--- src/rtl/ysyx_23060332_csr_unit.sv ---
// Machine-mode CSR file: mstatus, mtvec, mscratch, mepc, mcause and read-only ID registers.
// Define CSR_MCYCLE_EN to add the free-running 64-bit mcycle/mcycleh counter.
module ysyx_23060332_csr_unit #(
  parameter int          XLEN        = 32,
  parameter logic [63:0] MSTATUS_RST = 64'h1800,
  parameter logic [63:0] MTVEC_RST   = 64'h0,
  parameter logic [63:0] MVENDORID   = 64'h0,
  parameter logic [63:0] MARCHID     = 64'h15fdf1c
) (
  input  logic            clk,
  input  logic            rst,
  input  logic [XLEN-1:0] pc,
  input  logic [11:0]     raddr_csr,
  output logic [XLEN-1:0] rdata_csr,
  output logic            csr_illegal,
  input  logic            csr_wen,
  input  logic [11:0]     waddr_csr,
  input  logic [XLEN-1:0] wdata_csr,
  input  logic [1:0]      csr_op,
  input  logic            irq,
  input  logic [XLEN-1:0] irq_cause,
  input  logic            mret,
  output logic [XLEN-1:0] mtvec,
  output logic [XLEN-1:0] mepc,
  output logic            mie_o
);
  localparam logic [11:0] ADDR_MSTATUS   = 12'h300;
  localparam logic [11:0] ADDR_MTVEC     = 12'h305;
  localparam logic [11:0] ADDR_MSCRATCH  = 12'h340;
  localparam logic [11:0] ADDR_MEPC      = 12'h341;
  localparam logic [11:0] ADDR_MCAUSE    = 12'h342;
  localparam logic [11:0] ADDR_MVENDORID = 12'hF11;
  localparam logic [11:0] ADDR_MARCHID   = 12'hF12;
  localparam logic [1:0]  OP_WRITE       = 2'b00;
  localparam logic [1:0]  OP_SET         = 2'b01;
  localparam logic [1:0]  OP_CLEAR       = 2'b10;
  localparam logic [1:0]  OP_NONE        = 2'b11;
  localparam logic [XLEN-1:0] ALIGN_MASK = ~XLEN'(3);

  logic            mie_reg;
  logic            mpie_reg;
  logic [XLEN-1:0] mtvec_reg;
  logic [XLEN-1:0] mscratch_reg;
  logic [XLEN-1:0] mepc_reg;
  logic [XLEN-1:0] mcause_reg;
  logic [XLEN-1:0] mstatus_val;
  logic [XLEN:0]   rd_lookup;
  logic [XLEN:0]   wr_lookup;
  logic [XLEN-1:0] wr_old;
  logic [XLEN-1:0] wr_val;
  logic            wr_en;

`ifdef CSR_MCYCLE_EN
  localparam logic [11:0] ADDR_MCYCLE  = 12'hB00;
  localparam logic [11:0] ADDR_MCYCLEH = 12'hB80;
  localparam bit          MCYCLEH_OK   = (XLEN == 32);
  logic [63:0]     mcycle_reg;
  logic [63:0]     mcycle_next;
  logic [XLEN-1:0] mcycle_lo;
  logic [XLEN-1:0] mcycle_hi;
`endif

  // MPP is hardwired to machine mode; only MIE and MPIE are stored.
  always_comb begin
    mstatus_val        = '0;
    mstatus_val[12:11] = 2'b11;
    mstatus_val[7]     = mpie_reg;
    mstatus_val[3]     = mie_reg;
  end

  // Returns {illegal, value} for one CSR address; shared by the read port and the RMW path.
  function automatic logic [XLEN:0] lookup(input logic [11:0] addr);
    logic [XLEN-1:0] val;
    logic            ill;
    val = '0;
    ill = 1'b0;
    case (addr)
      ADDR_MSTATUS:   val = mstatus_val;
      ADDR_MTVEC:     val = mtvec_reg;
      ADDR_MSCRATCH:  val = mscratch_reg;
      ADDR_MEPC:      val = mepc_reg;
      ADDR_MCAUSE:    val = mcause_reg;
      ADDR_MVENDORID: val = MVENDORID[XLEN-1:0];
      ADDR_MARCHID:   val = MARCHID[XLEN-1:0];
`ifdef CSR_MCYCLE_EN
      ADDR_MCYCLE:    val = mcycle_lo;
      ADDR_MCYCLEH: begin
        val = mcycle_hi;
        ill = ~MCYCLEH_OK;
      end
`endif
      default:        ill = 1'b1;
    endcase
    return {ill, val};
  endfunction

  always_comb begin
    rd_lookup = lookup(raddr_csr);
    wr_lookup = lookup(waddr_csr);
  end

  assign rdata_csr   = rd_lookup[XLEN-1:0];
  assign csr_illegal = rd_lookup[XLEN];
  assign wr_old      = wr_lookup[XLEN-1:0];

  always_comb begin
    case (csr_op)
      OP_WRITE: wr_val = wdata_csr;
      OP_SET:   wr_val = wr_old | wdata_csr;
      OP_CLEAR: wr_val = wr_old & ~wdata_csr;
      default:  wr_val = wr_old;
    endcase
  end

  // A trap or mret in the same cycle swallows the CSR write.
  assign wr_en = csr_wen && (csr_op != OP_NONE) && !irq && !mret && !wr_lookup[XLEN];

  always_ff @(posedge clk) begin
    if (rst) begin
      mie_reg      <= MSTATUS_RST[3];
      mpie_reg     <= MSTATUS_RST[7];
      mtvec_reg    <= MTVEC_RST[XLEN-1:0] & ALIGN_MASK;
      mscratch_reg <= '0;
      mepc_reg     <= '0;
      mcause_reg   <= '0;
    end else if (irq) begin
      mepc_reg   <= pc & ALIGN_MASK;
      mcause_reg <= irq_cause;
      mpie_reg   <= mie_reg;
      mie_reg    <= 1'b0;
    end else if (mret) begin
      mie_reg  <= mpie_reg;
      mpie_reg <= 1'b1;
    end else if (wr_en) begin
      case (waddr_csr)
        ADDR_MSTATUS: begin
          mie_reg  <= wr_val[3];
          mpie_reg <= wr_val[7];
        end
        ADDR_MTVEC:    mtvec_reg    <= wr_val & ALIGN_MASK;
        ADDR_MSCRATCH: mscratch_reg <= wr_val;
        ADDR_MEPC:     mepc_reg     <= wr_val & ALIGN_MASK;
        ADDR_MCAUSE:   mcause_reg   <= wr_val;
        default: ;
      endcase
    end
  end

`ifdef CSR_MCYCLE_EN
  // A write replaces one half and suppresses that cycle's increment; no carry crosses halves.
  generate
    if (XLEN == 32) begin : g_mcycle32
      assign mcycle_lo = mcycle_reg[31:0];
      assign mcycle_hi = mcycle_reg[63:32];
      always_comb begin
        mcycle_next = mcycle_reg + 64'd1;
        if (wr_en && waddr_csr == ADDR_MCYCLE)
          mcycle_next = {mcycle_reg[63:32], wr_val};
        else if (wr_en && waddr_csr == ADDR_MCYCLEH)
          mcycle_next = {wr_val, mcycle_reg[31:0]};
      end
    end else begin : g_mcycle64
      assign mcycle_lo = mcycle_reg;
      assign mcycle_hi = '0;
      always_comb begin
        mcycle_next = mcycle_reg + 64'd1;
        if (wr_en && waddr_csr == ADDR_MCYCLE)
          mcycle_next = wr_val;
      end
    end
  endgenerate

  always_ff @(posedge clk) begin
    if (rst) mcycle_reg <= '0;
    else     mcycle_reg <= mcycle_next;
  end
`endif

  assign mtvec = mtvec_reg;
  assign mepc  = mepc_reg;
  assign mie_o = mie_reg;
endmodule

--- config.mk ---
export PLATFORM = sky130hd
export DESIGN_NAME = ysyx_23060332_csr_unit
export DESIGN_NICKNAME = d
export VERILOG_FILES = /design/src/rtl/ysyx_23060332_csr_unit.sv
export SDC_FILE = /design/constraint.sdc
export NUM_CORES = 1
export LEC_CHECK = 0
export ABC_CLOCK_PERIOD_IN_PS = 9440
export CELL_PAD_IN_SITES_DETAIL_PLACEMENT = 0
export CELL_PAD_IN_SITES_GLOBAL_PLACEMENT = 1
export CORE_ASPECT_RATIO = 1.4
export CORE_UTILIZATION = 37
export DETAILED_ROUTE_END_ITERATION = 8
export GPL_TIMING_DRIVEN = 1
export MAX_ROUTING_LAYER = met4
export PLACE_DENSITY = 0.95
export SYNTH_ARGS = -nofsm -noshare
export SYNTH_HDL_FRONTEND = slang
export SYNTH_SLANG_ARGS = --single-unit
--- constraint.sdc ---
create_clock -name clk -period 9.44 [get_ports clk]
set_input_delay 2.832 -clock clk [delete_from_list [all_inputs] [get_ports clk]]
set_output_delay 2.832 -clock clk [all_outputs]
set_load 0.05 [all_outputs]
==> flow_results.org, run 1 <==
** Outcome
- Run status :: completed

** Clock tree
- Clock latency on the worst-skew pair, taken at its later pin, is 0.43 ns.
- Clock buffers created by TritonCTS :: 17
- Cells resized by post-CTS repair :: 0
- TritonCTS built the clock tree.
- Count of hold buffers inserted by post-cts repair :: 0
- Clock transition at the registers of the reported paths :: 0.06 ns
- Max Buffers Root-to-Sink :: 2
- # clock sinks :: 126
- Total number of H-tree levels :: 4
- Clock Root Buffer :: clkbuf_16
- Buffers added to address setup during post-CTS repair amount to 0.

** STA
- The final hold violation count is 0.
- The worst path needs 8.49 ns of the cycle, external delays included.
- Setup total negative slack on the finished layout was measured at 0 ns.
- The tightest hold path in the finished design has a slack of 0.469 ns.
- Max frequency :: 118 MHz
- The max-slew violation count is 0.
- For the final database, setup skew stands at 0.00864 ns.
- Setup repair after global routing left no endpoint under its margin.
- Setup violations remaining at the end of the flow were counted as 0.
- Tcrit/Tclk final :: 90.0%
- Worst Tran Pin Value :: 1.19 ns
- Worst relative slew slack :: 20.4%

** Detailed routing
- After detailed routing, the number of remaining DRC violations is 0.
- Via density per instance :: 6.38
- Once detail routing completed, the nets flagged for antenna violations numbered 0.
- DRC marker count from the first detailed-route iteration :: 993
- For this block, the routed nets add up to 31700 um of wire.
- Number of detailed-routing iterations run before antenna repair :: 6
- Average routed wire per standard cell :: 22.9 um
- Total number of vias :: 8833

** Yosys
- Warnings from Yosys :: 0
- dfxtp_1 is the most common cell in the netlist.
- Most common library cells after synthesis :: dfxtp_1, nand2_1, o21ai_0
- Yosys attributes the largest share of cell area to dfxtp_1, a22oi_1, o21ai_0, nand2_1, clkbuf_1.
- Post-synth cell types :: 65
- Count of state elements after synthesis :: 126
- The synthesized design devotes to its leading area cell type 33.2% of total area.
- Summed over all instances, the cell type with the most area after synthesis is dfxtp_1.
- Main synth FF type :: dfxtp_1
- Synthesis produced 960 cells.
- EDFF count, synth :: 0
- Summing the sequential cell areas from Yosys gives 33.2% of the chip area.
- In the synthesized netlist the async set-or-reset flop fraction comes to 0%.
- The mapped netlist covers 7600 um^2.
- The average instance in the mapped netlist occupies 7.91 um^2.

** Floorplan
- In this run the core area contains 61 standard-cell rows.
- The floorplan step set the die width to 123 um.
- From bottom edge to top edge, the die measures 172 um.
- The core region is 20000 um^2.
- Number of primary I/O pins :: 225
- For this configuration, the core starts out at a cell density of 38.0%.
- Overall die area :: 21100 um^2

** GRT
- Most used routing layer :: met2
- Global-route wire length before repair :: 47600 um
- Number of antenna violations at the first check in global routing :: 1
- Met1 usage :: 35.6%
- Total congestion overflow after global routing :: 0
- Met3 track demand over resource in global routing :: 6.40%
- Global routing used 50.5% of the available met2 tracks.
- Maximum number of pins on one net before global-route repair :: 87
- Via count of the first global-routing pass :: 8618
- GR Util All Layers :: 30.9%

** Cells and area
- Layout cells sized above 1 :: 7.96%
- Compared with the post-synthesis result, the final layout area differs by 37.7%.
- Number of nets in the layout :: 1247

** Power
- The worst-case IR drop observed on VDD is 0.000111 V.
- Pwr/cell area :: 140 nW/um^2
- In this run the static leakage power is 3.46 nW.

** Placement
- Count of input and output buffers :: 218
- The congestion estimate from routability-driven global placement came to 0.835.
- Hpwl dp :: 19300 um

** Setup path
- CP Data Arrival Time :: 5.66 ns
- The most critical setup path has its startpoint at raddr_csr[4].
- Maximum fanout along the worst path :: 33
- The setup path with the least slack is of type in2out.
- The setup check on the worst reg-to-reg path leaves a slack of 7.65 ns.
- STA classifies the critical path endpoint as a primary output.
- In this run the critical register-to-register path is captured at mscratch_reg[12].
- At the worst endpoint, the required time is 6.61 ns.
- Worst reg-to-reg path cell count :: 5
- Destination of the critical timing path :: rdata_csr[24]
- Startpoint kind of the worst setup timing path :: input pin
- FF-to-FF Start :: mepc[12]

** Worst hold path
- Hold Path Class :: reg2reg

** Run
- Max-cap check violation count :: 0
## how the worst min path moves through the flow
stage,from,slack [ns],end,cells past startpoint
after floorplan,mscratch_reg[13],0.44,mscratch_reg[13],2
after global placement,mscratch_reg[23],0.45,mscratch_reg[23],2
after detailed placement,mscratch_reg[21],0.46,mscratch_reg[21],2
after CTS,mscratch_reg[6],0.47,mscratch_reg[6],2
after global routing,mscratch_reg[3],0.49,mscratch_reg[3],2
final,mscratch_reg[21],0.47,mscratch_reg[21],2
## area by class of cell
class / instances / area (um^2)
Sequential cell: 126 / 2520
Inverter: 19 / 71.3
Multi-Input combinational cell: 719 / 4650
Clock buffer: 22 / 454
Timing Repair Buffer: 237 / 2310
Tap cell: 252 / 315
Antenna cell: 1 / 2.50
Clock inverter: 8 / 140
Fill cell: 1930 / 9540
## critical path, stage by stage
cell             delay [ns]
clkdlybuf4s50_1        0.41
nor3_1                 0.31
nand4_1                0.23
nor3b_2                0.22
buf_4                  0.45
a222oi_1               0.23
nand3_1                0.14
clkdlybuf4s50_1        0.81
## placed cells by master, fill, tap and decap left out, types with 10 or more instances in the layout
| master | instances |
|---|---|
| clkdlybuf4s50_1 | 214 |
| dfxtp_1 | 126 |
| nand2_1 | 99 |
| o21ai_0 | 81 |
| a22oi_1 | 71 |
| a21oi_1 | 47 |
| nor2_1 | 43 |
| nor2b_1 | 38 |
| a211oi_1 | 32 |
| nor3_1 | 28 |
| o22ai_1 | 27 |
| a32oi_1 | 23 |
| nand3_1 | 22 |
| nand4_1 | 22 |
| mux2_2 | 20 |
| buf_4 | 20 |
| inv_1 | 19 |
| o221ai_1 | 17 |
| clkbuf_16 | 17 |
| mux2i_1 | 16 |
| o21bai_1 | 15 |
| a222oi_1 | 15 |
| o211ai_1 | 14 |
| nand3b_1 | 11 |
| o41ai_1 | 10 |
## metal layers
metal,share of wire (%),vias up
li1,-,4009
met1,38,4145
met2,48,575
met3,9.5,104
met4,3.9,0
met5,0,-
## power by group
part	internal [W]	switching, W
Clock	0.000444	0.000244
Sequential	0.000548	0.0000155
Combinational	0.0000928	0.000121
## metrics by stage
step	cells	instance area, um^2	total power, W	setup WS [ns]	util (%)
after floorplan	963	7610	0.000683	1.44	-
after global placement	1353	9860	0.000782	1.03	49.3
after detailed placement	1353	9860	0.000785	1.02	49.3
after CTS	1383	10500	0.00146	1.01	52.3
after global routing	1384	10500	0.00151	0.787	52.3
final	1384	10500	0.00146	0.946	52.3
## cells by family (layout without fill, tap and decap cells)
logic type | Yosys count | after routing | synth area share, %
simple gates | 303 | 303 | 21.2
other cells | 1 | 5 | 0.0494
compound gates | 376 | 376 | 34.1
buf+inv | 118 | 286 | 6.41
mux | 36 | 36 | 5.07
flops | 126 | 126 | 33.2
Note: power is estimated with default switching activity, not from simulation.
==> run 2, diff against run 1 <==
REMOVE_ABC_BUFFERS = 1   (was default)
==> run 2 against run 1 <==
Compared with the run above: sequential share of layout area fell by 0.11 points; critical path type unchanged; die area did not move; cell area rose by 0.47%; highest routed layer unchanged; setup slack got worse by 0.17 ns; fmax fell by 2.0%; sequential power barely moved; largest power group unchanged.
==> flow_results.org, run 2 (synthesis gave the netlist of run 1 again) <==
** Outcome
- The flow ran to the end, and the final reports show no timing, DRC or antenna violations.

** Cells and area
- Most frequent cells in the layout :: clkdlybuf4s50_1, dfxtp_1, nand2_1
- Summed area of non-filler cells in the final layout :: 10500 um^2 (+0.47%)
- Number of nets in the layout :: 1250 (+0.24%)
- Relative to the synthesized area, the layout overhead comes to 38.3%.
- The share of post-route cells with drive strength above 1 came to 8.47% (+0.51 points).
- Most common cell after layout, fill and taps aside :: clkdlybuf4s50_1

** GRT
- Via count of the first global-routing pass :: 8251 (-4.3%)
- The met1 track demand over resource was 37.2% (+1.6 points).
- Global-route wire length before repair :: 46400 um (-2.4%)
- The met3 usage came to 3.78% (-2.6 points).
- Total congestion overflow after global routing :: 0 (unchanged)
- Most used routing layer :: met2
- Met2 track demand over resource in global routing :: 47.7% (-2.8 points)
- Number of antenna violations at the first check in global routing :: 0 (-1)
- The largest net degree at the start of global routing is 60 (-31%).
- The total global routing track utilization is 30.1% (-0.76 points).

** Detailed routing
- The post-route antenna net violation count is 0 (unchanged).
- Number of detailed-routing iterations run before antenna repair :: 6 (unchanged)
- Via density per instance :: 6.32 (-0.92%)
- DRC marker count from the first detailed-route iteration :: 896 (-9.8%)
- The routed via count was 8771 (-0.70%).
- Average routed wire per standard cell :: 22.4 um (-2.2%)
- The detailed-route DRC error count was 0 (unchanged).
- The post-detailed-routing wire length was 31000 um (-2.0%).

** Clock tree
- In this run the clock root is driven by a clkbuf_16.
- The clock net sink count came to 126 (unchanged).
- Total number of H-tree levels :: 4 (unchanged)
- Clock transition at the registers of the reported paths :: 0.06 ns (about the same)
- Latest clock arrival within the worst-skew pair :: 0.42 ns (about the same)
- Cells resized by post-CTS repair :: 0 (unchanged)
- Clock buffers created by TritonCTS :: 17 (unchanged)
- TritonCTS built the clock tree.
- The post-CTS setup repair buffer count is 0 (unchanged).
- The maximum root-to-sink buffer count was 2 (unchanged).
- Count of hold buffers inserted by post-cts repair :: 0 (unchanged)

** Floorplan
- Number of primary I/O pins :: 225 (unchanged)
- Area of the placeable core :: 20000 um^2 (unchanged)
- The standard-cell row count was 61 (unchanged).
- Horizontal die dimension :: 123 um (unchanged)
- The initial standard-cell utilization of the core is 38.0% (unchanged).
- The vertical die dimension came to 172 um (unchanged).
- The floorplan die area was 21100 um^2 (unchanged).

** Power
- Static leakage power :: 3.48 nW (+0.69%)
- Seq pwr share :: 38.1% (-0.4 points)
- The maximum ir drop on the vdd rail was 0.000104 V (-6.4%).
- The switching portion of total power is 25.5% (-0.44 points).
- Net switching power figure :: 0.000377 W (-0.86%)
- Combinational power share :: 14.5% (about the same)
- The total power after layout was 0.00148 W (+0.85%).
- Pwr/cell area :: 141 nW/um^2 (+0.38%)
- The clock network fraction of design power came to 47.3% (+0.4 points).
- The design internal power is 0.00110 W (+1.5%).

** Setup path
- Count of buffer and inverter cells on the critical path :: 3 (unchanged)
- The worst path required time was 6.61 ns (about the same).
- Top delay family on crit path :: buffers and inverters
- Crit Path Category :: in2out
- CP Data Arrival Time :: 5.83 ns (+0.17 ns)
- Maximum fanout along the worst path :: 25 (-24%)
- STA classifies the critical path endpoint as a primary output.
- CP cell instances :: clkdlybuf4s50_1 -> nor3_1 -> and3_1 -> and4b_2 -> buf_4 -> a22oi_1 -> nand2_1 -> clkdlybuf4s50_1
- STA classifies the critical path startpoint as an input pin.
- Cell occurring most often along the worst timing path :: clkdlybuf4s50_1
- Worst-case register-to-register setup slack :: 7.75 ns (+0.10 ns)
- The delay of the slowest cell on the worst path was 0.81 ns (about the same).
- The largest individual stage delay along the critical path comes from the cell clkdlybuf4s50_1.

** Placement
- The area after detailed placement came to 9890 um^2 (+0.30%).
- Hpwl dp :: 19300 um (-0.17%)
- Count of input and output buffers :: 218 (unchanged)
- Gp weighted congestion :: 0.834 (-0.11%)

** STA
- The final-report setup violation count came to 0 (unchanged).
- Setup repair after global routing missed its margin :: no
- The relative slew slack was 17.4% (-3.0 points).
- Min cycle time layout :: 8.67 ns (+0.171 ns)
- Worst Tran Pin Value :: 1.24 ns (+0.0418 ns)
- Summed negative setup slack over all endpoints :: 0 ns (unchanged)
- The clock tree skew after final layout came to 0.00612 ns (-0.00252 ns).
- Max frequency :: 115 MHz (-2.0%)
- Slew Viols, Final :: 0 (unchanged)
- Final Hold Viols :: 0 (unchanged)
- The share of the cycle needed by the critical path after routing came to 91.8% (+1.8 points).

** Run
- Max-cap check violation count :: 0 (unchanged)

** Worst hold path
- The tightest min-delay check is of the reg2reg type.
-- run 2: worst reg2reg max path, cell delays in order (launching register included) --
cell and delay (ns):
dfxtp_1 0.43, a21oi_1 0.09, o32ai_1 0.61, nor3_1 0.14, o41ai_1 0.33
-- run 2: worst paths after layout --
check | depth (start not counted) | from | endpoint
min | 2 | mscratch_reg[6] | mscratch_reg[6]
max | 8 | raddr_csr[4] | rdata_csr[31]
max reg2reg | 4 | mie_o | mepc[3]
min reg2reg | 2 | mscratch_reg[6] | mscratch_reg[6]
-- run 2: per-layer routing --
metal | up-vias | routed length (um)
li1 | 4007 | -
met1 | 4151 | 12400
met2 | 519 | 14900
met3 | 94 | 2540
met4 | 0 | 1150
met5 | - | 0
-- run 2: area by class of cell --
class | count | area (um^2)
inverters | 19 | 71.3
clock buffers | 23 | 478
flip-flops and latches | 126 | 2520
diodes | 1 | 2.50
fillers | 1900 | 9490
repair buffers | 240 | 2330
multi-input cells | 719 | 4650
clock inverters | 7 | 135
well taps | 252 | 315
-- run 2: power groups by stage --
stage / sequential (W) / combinational, W / clock (W)
5_1_grt: 0.000566 / 0.000226 / 0.000725
2_1_floorplan: 0.000596 / 0.0000662 / 0
6_report: 0.000563 / 0.000215 / 0.000699
4_1_cts: 0.000563 / 0.000213 / 0.000701
3_3_place_gp: 0.000574 / 0.000210 / 0
3_5_place_dp: 0.000574 / 0.000211 / 0
-- run 2: through the flow --
step                      instances  setup slack [ns]  hold slack, ns  utilization (%)
after floorplan                 864             0.140           0.437                -
after global placement         1356             0.861           0.451             49.5
after detailed placement       1356             0.850           0.459             49.5
after CTS                      1386             0.834           0.466             52.5
after global routing           1386             0.660           0.490             52.5
final                          1387             0.775           0.464             52.5
